### config.mk
export PLATFORM = sky130hd
export DESIGN_NAME = solar_wb_responder
export DESIGN_NICKNAME = d
export VERILOG_FILES = /design/src/rtl/solar_pkg.sv /design/src/rtl/solar_sample_fifo.sv /design/src/rtl/solar_wb_responder.sv
export SDC_FILE = /design/constraint.sdc
export NUM_CORES = 1
export LEC_CHECK = 0
export ABC_AREA = 1
export ABC_CLOCK_PERIOD_IN_PS = 5100
export CAP_MARGIN = 20
export CORE_MARGIN = 2
export CORE_UTILIZATION = 57
export CTS_CLUSTER_DIAMETER = 60
export DETAILED_ROUTE_END_ITERATION = 8
export HOLD_SLACK_MARGIN = 0.12
export PLACE_DENSITY = 0.89
export SLEW_MARGIN = 30
export SYNTH_ARGS = -nofsm -noshare
export SYNTH_HDL_FRONTEND = slang
export SYNTH_SLANG_ARGS = --single-unit
### constraint.sdc
create_clock -name wb_clk_i -period 5.1 [get_ports wb_clk_i]
set_clock_uncertainty 0.2 [all_clocks]
set_input_delay 1.275 -clock wb_clk_i [delete_from_list [all_inputs] [get_ports wb_clk_i]]
set_output_delay 1.275 -clock wb_clk_i [all_outputs]
set_load 0.005 [all_outputs]
### src/rtl/solar_pkg.sv
// rtl/solar_pkg.sv - shared register map, bit indices and FSM encoding for solar_wb_responder
package solar_pkg;

  localparam logic [7:0] OFF_CTRL     = 8'h00;
  localparam logic [7:0] OFF_STATUS   = 8'h04;
  localparam logic [7:0] OFF_THRESH   = 8'h08;
  localparam logic [7:0] OFF_SAMPLE   = 8'h0C;
  localparam logic [7:0] OFF_IRQ_STAT = 8'h10;

  localparam int CTRL_EN       = 0;
  localparam int CTRL_FAULT_IE = 1;
  localparam int CTRL_OVF_IE   = 2;

  localparam int STAT_EMPTY = 4;
  localparam int STAT_FULL  = 5;

  localparam int IRQ_FAULT = 0;
  localparam int IRQ_OVF   = 1;

  localparam int SAMPLE_VALID_BIT = 31;

  localparam logic [0:0] ST_IDLE = 1'b0;
  localparam logic [0:0] ST_ACK  = 1'b1;

endpackage

### src/rtl/solar_sample_fifo.sv
// rtl/solar_sample_fifo.sv - power-of-two sample FIFO; a push into a full FIFO is dropped
// unless a pop happens in the same cycle.
module solar_sample_fifo #(
  parameter int DEPTH = 8,
  parameter int W     = 12,
  parameter int CNT_W = $clog2(DEPTH) + 1
) (
  input  logic             i_clk,
  input  logic             i_rst,
  input  logic             i_push,
  input  logic [W-1:0]     i_data,
  input  logic             i_pop,
  output logic [W-1:0]     o_data,
  output logic             o_full,
  output logic             o_empty,
  output logic             o_drop,
  output logic [CNT_W-1:0] o_count
);
  localparam int AW = $clog2(DEPTH);

  logic [W-1:0]     r_mem [DEPTH];
  logic [AW-1:0]    r_wptr;
  logic [AW-1:0]    r_rptr;
  logic [CNT_W-1:0] r_count;
  logic             w_do_pop;
  logic             w_do_push;

  assign o_full    = (r_count == CNT_W'(DEPTH));
  assign o_empty   = (r_count == '0);
  assign o_count   = r_count;
  assign o_data    = r_mem[r_rptr];
  assign w_do_pop  = i_pop & ~o_empty;
  // A pop frees the slot the concurrent push needs, so full only drops without one.
  assign w_do_push = i_push & (~o_full | w_do_pop);
  assign o_drop    = i_push & ~w_do_push;

  always_ff @(posedge i_clk) begin
    if (w_do_push) r_mem[r_wptr] <= i_data;
  end

  always_ff @(posedge i_clk or posedge i_rst) begin
    if (i_rst) begin
      r_wptr  <= '0;
      r_rptr  <= '0;
      r_count <= '0;
    end else begin
      if (w_do_push) r_wptr <= r_wptr + 1'b1;
      if (w_do_pop)  r_rptr <= r_rptr + 1'b1;
      if (w_do_push && !w_do_pop)      r_count <= r_count + 1'b1;
      else if (w_do_pop && !w_do_push) r_count <= r_count - 1'b1;
    end
  end

endmodule

### src/rtl/solar_wb_responder.sv
// rtl/solar_wb_responder.sv - Wishbone register window over a solar panel sample FIFO
// with threshold fault and overflow interrupts.
module solar_wb_responder
  import solar_pkg::*;
#(
  parameter logic [31:0] BASE_ADDR  = 32'h3000_0000,
  parameter int          FIFO_DEPTH = 8,
  parameter int          SAMPLE_W   = 12
) (
  input  logic                wb_clk_i,
  input  logic                wb_rst_i,
  input  logic                wbs_cyc_i,
  input  logic                wbs_stb_i,
  input  logic                wbs_we_i,
  input  logic [3:0]          wbs_sel_i,
  input  logic [31:0]         wbs_adr_i,
  input  logic [31:0]         wbs_dat_i,
  output logic                wbs_ack_o,
  output logic [31:0]         wbs_dat_o,
  input  logic                sample_valid_i,
  input  logic [SAMPLE_W-1:0] sample_data_i,
  output logic                irq_o
);
  localparam int CNT_W = $clog2(FIFO_DEPTH) + 1;

  logic [0:0]          r_state;
  logic                r_ack;
  logic [31:0]         r_dat;
  logic [2:0]          r_ctrl;
  logic [SAMPLE_W-1:0] r_thresh;
  logic                r_fault;
  logic                r_ovf;
  logic                r_irq;

  logic                w_go;
  logic [7:0]          w_off;
  logic                w_wr;
  logic                w_pop;
  logic                w_push;
  logic                w_fault_set;
  logic                w_ovf_set;
  logic [1:0]          w_clr;
  logic [SAMPLE_W-1:0] w_head;
  logic                w_full;
  logic                w_empty;
  logic [CNT_W-1:0]    w_count;
  logic [31:0]         w_rdata;
  logic [SAMPLE_W-1:0] w_thresh_wr;

  assign w_off       = wbs_adr_i[7:0];
  assign w_go        = (r_state == ST_IDLE) & wbs_cyc_i & wbs_stb_i &
                       (wbs_adr_i[31:8] == BASE_ADDR[31:8]);
  assign w_wr        = w_go & wbs_we_i;
  assign w_pop       = w_go & ~wbs_we_i & (w_off == OFF_SAMPLE);
  assign w_push      = sample_valid_i & r_ctrl[CTRL_EN];
  assign w_fault_set = w_push & (sample_data_i < r_thresh);
  assign w_clr       = (w_wr && w_off == OFF_IRQ_STAT && wbs_sel_i[0]) ? wbs_dat_i[1:0] : 2'b00;

  solar_sample_fifo #(
    .DEPTH (FIFO_DEPTH),
    .W     (SAMPLE_W)
  ) u_fifo (
    .i_clk   (wb_clk_i),
    .i_rst   (wb_rst_i),
    .i_push  (w_push),
    .i_data  (sample_data_i),
    .i_pop   (w_pop),
    .o_data  (w_head),
    .o_full  (w_full),
    .o_empty (w_empty),
    .o_drop  (w_ovf_set),
    .o_count (w_count)
  );

  always_comb begin
    w_rdata = 32'd0;
    case (w_off)
      OFF_CTRL:     w_rdata[2:0] = r_ctrl;
      OFF_STATUS: begin
        w_rdata[3:0]       = 4'(w_count);
        w_rdata[STAT_EMPTY] = w_empty;
        w_rdata[STAT_FULL]  = w_full;
      end
      OFF_THRESH:   w_rdata[SAMPLE_W-1:0] = r_thresh;
      OFF_SAMPLE: if (!w_empty) begin
        w_rdata[SAMPLE_W-1:0]     = w_head;
        w_rdata[SAMPLE_VALID_BIT] = 1'b1;
      end
      OFF_IRQ_STAT: w_rdata[1:0] = {r_ovf, r_fault};
      default:      w_rdata = 32'd0;
    endcase
  end

  always_comb begin
    w_thresh_wr = r_thresh;
    for (int i = 0; i < SAMPLE_W; i++) begin
      if (wbs_sel_i[i/8]) w_thresh_wr[i] = wbs_dat_i[i];
    end
  end

  always_ff @(posedge wb_clk_i or posedge wb_rst_i) begin
    if (wb_rst_i) begin
      r_state  <= ST_IDLE;
      r_ack    <= 1'b0;
      r_dat    <= 32'd0;
      r_ctrl   <= 3'd0;
      r_thresh <= '0;
      r_fault  <= 1'b0;
      r_ovf    <= 1'b0;
      r_irq    <= 1'b0;
    end else begin
      // Set terms are ORed after the clear so a same-cycle event is never lost.
      r_fault <= (r_fault & ~w_clr[IRQ_FAULT]) | w_fault_set;
      r_ovf   <= (r_ovf & ~w_clr[IRQ_OVF]) | w_ovf_set;
      r_irq   <= (r_fault & r_ctrl[CTRL_FAULT_IE]) | (r_ovf & r_ctrl[CTRL_OVF_IE]);
      if (r_state == ST_IDLE) begin
        if (w_go) begin
          r_state <= ST_ACK;
          r_ack   <= 1'b1;
          r_dat   <= wbs_we_i ? 32'd0 : w_rdata;
          if (w_wr && w_off == OFF_CTRL && wbs_sel_i[0]) r_ctrl <= wbs_dat_i[2:0];
          if (w_wr && w_off == OFF_THRESH) r_thresh <= w_thresh_wr;
        end
      end else begin
        r_state <= ST_IDLE;
        r_ack   <= 1'b0;
        r_dat   <= 32'd0;
      end
    end
  end

  assign wbs_ack_o = r_ack;
  assign wbs_dat_o = r_dat;
  assign irq_o     = r_irq;

endmodule

==> results.md <==
- Outcome: finished, final reports clean
- Post-CTS setup buffers: 0
- Fraction of registers with async set/reset: 30.9%
- Via density: 5.88
- Largest net degree at the start of global routing: 51
- Leak Pwr: 3.31 nW
- Crit. End Element: flip-flop
- Crit-path cells: clkdlybuf4s50_1, nor2_2, nand3_2, inv_2, nand2_1, nor2_4, nand3_4, nand2_4, nand2_4, inv_1, ha_1, inv_1, ha_1, a21o_1, a21oi_1, nor2_1, nor2_1, nand2_1, xor2_1
- Worst VDD drop: 0.301 mV
- Clk sinks: 139
- DRC Markers: 0
- Synth top area cells: edfxtp_1, dfrtp_1, nand2_1
- Finished layout cell area: 8230 um2
- First-pass GRT wire length: 26.4 mm
- YS warnings: 0
- Cell chosen for the clock root: clkbuf_16
- Area of the multi-input gates: 2380 um2
- Final Net Count: 889
- H-tree Lvls: 4
- Share of layout cells above drive strength 1: 8.51%
- Worst path buffer plus inverter count: 4
- Mapped Avg Cell Area: 9.65 um2
- Worst r2r src: r_state
- CP Capture Point: u_fifo.o_count[3]
- Sequential share of the synthesized area: 58.8%
- Post-CTS sizing: 0
- Slew HR: 39.2%
- WL/cell: 18.0 um
- Most numerous cell in the Yosys netlist: nand2_1
- Die Ht: 113 um
- TritonRoute pass-1 iters: 7
- Total routed wirelength: 17.0 mm
- Core area: 11,500 um2
- Synth Register Bits: 139
- Row cnt: 39
- FF-to-FF setup slack: 2.00 ns
- DP Area: 7620 um2
- Via count of the routed design: 5,535
- Hold depth: 2
- Reg-to-reg critical path endpoint: u_fifo.o_count[3]
- Max-cap violations: 0
- Drt initial violations: 813
- Final worst path period need: 3.94 ns
- Max-slew violations: 0
- Final setup fails: 0
- Delay-heaviest family, CP: simple AND/OR/NAND/NOR gates
- Vias in the first global route: 5,413
- Worst-skew pair later-pin latency: 0.43 ns
- Cts hold-fix bufs: 0
- Critical Path AT: 4.05 ns
- Required time worst endpoint: 5.21 ns
- Synth top area share: 42.8%
- Starting utilization of the core area: 58.7%
- Setup TNS: 0 ns
- Post-route ant nets: 0
- Die area: 12,700 um2
- Number of synthesized flops with an enable pin: 96
- Fill cells: 748
- Worst stage delay on the critical path: 0.41 ns
- Register Area: 3960 um2
- Period utilization: 77.2%
- Worst Reg2Reg Path Length in Cells: 18
- Hold Crit Class: flip-flop to flip-flop
- Crit-path slowest cell: clkdlybuf4s50_1
- Post-Synthesis Cells: 698
- Die Wd: 113 um
- CP startpoint: wbs_adr_i[7]
- Yosys top cell by area: edfxtp_1
- Area grow syn2layout: 22.2%
- Initial antenna violation count: 0
- Dpl hpwl: 11.0 mm
- Gr ovfl total: 0
- Antenna cells: 0
- Ports: 120
- Final hold violations: 0
- GR Util All Layers: 27.4%
- RSZ-0062 raised after global routing: false
- Synth unique cells: 40
- CTS Buf Count: 17
- PortBufs: 78
- Final RePlAce weighted congestion: 0.861
- Crit-path max FO: 9
- CTS tree: yes
- Synth top cells by count: nand2_1, nor2_1, edfxtp_1, o21ai_0, inv_1
- Post-synth top flop: edfxtp_1
- Cell Area, Synth: 6730 um2
- Stages on the worst setup path: 19
- Power Density: 314 nW/um2
- Slew @ Worst Pin: 0.909 ns
- Clock buffer depth: 2
- Crit Path Class: primary input to flip-flop
- FMAX: 254 MHz
- Clk slew on worst S/H paths: 0.06 ns
- Startpoint types: primary input
-- metal layers --
metal / up-vias / global-route usage (%) / wire length [um]
met5: - / 0 / 0
met4: 0 / 14.4 / 802
met3: 70 / 6.43 / 1560
met2: 371 / 47.0 / 8430
met1: 2612 / 32.3 / 6180
li1: 2482 / - / -
-- state kept, by name (all words and copies together) (netlist names) --
signal,cells
u_fifo.r_mem,96
wbs_dat_o,13
r_thresh,12
u_fifo.o_count,4
r_ctrl,3
u_fifo.r_rptr,3
u_fifo.r_wptr,3
irq_o,1
r_fault,1
r_ovf,1
r_state,1
wbs_ack_o,1
-- tightest hold or removal path, stage by stage (launching register included) --
cell and delay, ns:
dfrtp_1 0.34, nand2_1 0.05, nand2_1 0.05
-- logic make-up after synthesis --
logic type / after synthesis / synth area share, %
buffers and inverters: 98 / 6.80
multiplexers: 1 / 0.167
XOR/XNOR: 6 / 0.780
other: 1 / 0.0557
AO/OA/AOI/OAI: 95 / 8.08
adder cells (fa/ha/maj): 17 / 3.27
flip-flops: 139 / 58.8
AND/OR/NAND/NOR: 341 / 22.1
-- worst min-delay path by stage --
stage	start	to	slack [ns]
final	wbs_dat_o[3]	wbs_dat_o[3]	0.28
after global routing	wbs_dat_o[1]	wbs_dat_o[1]	0.31
after CTS	wbs_dat_o[1]	wbs_dat_o[1]	0.28
after detailed placement	wbs_dat_o[1]	wbs_dat_o[1]	0.26
after global placement	wbs_dat_o[6]	wbs_dat_o[6]	0.26
after floorplan	r_thresh[0]	r_thresh[0]	0.25
-- through the flow --
| stage | utilization [%] | instances | setup WS [ns] | total power, mW | hold slack (ns) |
|---|---|---|---|---|---|
| floorplan | - | 716 | 1.47 | 1.27 | 0.249 |
| global placement | 66.4 | 910 | 0.858 | 1.33 | 0.261 |
| detailed placement | 66.4 | 910 | 0.780 | 1.34 | 0.265 |
| CTS | 71.8 | 942 | 1.20 | 2.59 | 0.281 |
| global route | 71.8 | 942 | 0.921 | 2.65 | 0.312 |
| finish | 71.8 | 942 | 1.16 | 2.59 | 0.278 |
-- where the power goes --
group | internal, mW | switching [mW] | total [mW]
clock network | 0.777 | 0.492 | 1.27
registers | 1.21 | 0.00000792 | 1.21
logic | 0.0538 | 0.0555 | 0.109
total | 2.04 | 0.547 | 2.59
-- placed cells by master, fill, tap and decap left out, types with 2 or more instances in the layout --
cell type | synthesis | layout
clkdlybuf4s50_1 | 0 | 78
clkbuf_16 | 0 | 17
nand2_4 | 2 | 2
nand2_2 | 4 | 4
edfxtp_1 | 96 | 96
dfrtp_1 | 43 | 43
nand4_1 | 4 | 4
nor3_1 | 4 | 4
inv_2 | 3 | 3
ha_1 | 16 | 16
nor2_4 | 4 | 4
nand3_1 | 42 | 42
o211ai_1 | 24 | 24
xor2_1 | 4 | 4
inv_1 | 55 | 54
nand2_1 | 139 | 139
clkinv_4 | 0 | 3
inv_6 | 0 | 5
xnor2_1 | 2 | 2
buf_4 | 19 | 13
conb_1 | 1 | 19
clkinvlp_4 | 0 | 3
nand3_2 | 3 | 3
nor2_1 | 128 | 128
a21oi_1 | 8 | 8
nor2_2 | 2 | 2
o22ai_1 | 2 | 2
o21ai_0 | 59 | 59
bufinv_16 | 0 | 3
-- area by class of cell --
class,count,area share [%]
clock buffers,17,5.17
repair buffers,91,10.7
multi-input cells,479,29.0
inverters,58,2.64
well taps,143,2.17
clock inverters,15,2.28
flip-flops and latches,139,48.1
Power figures use the tool's default switching activity.
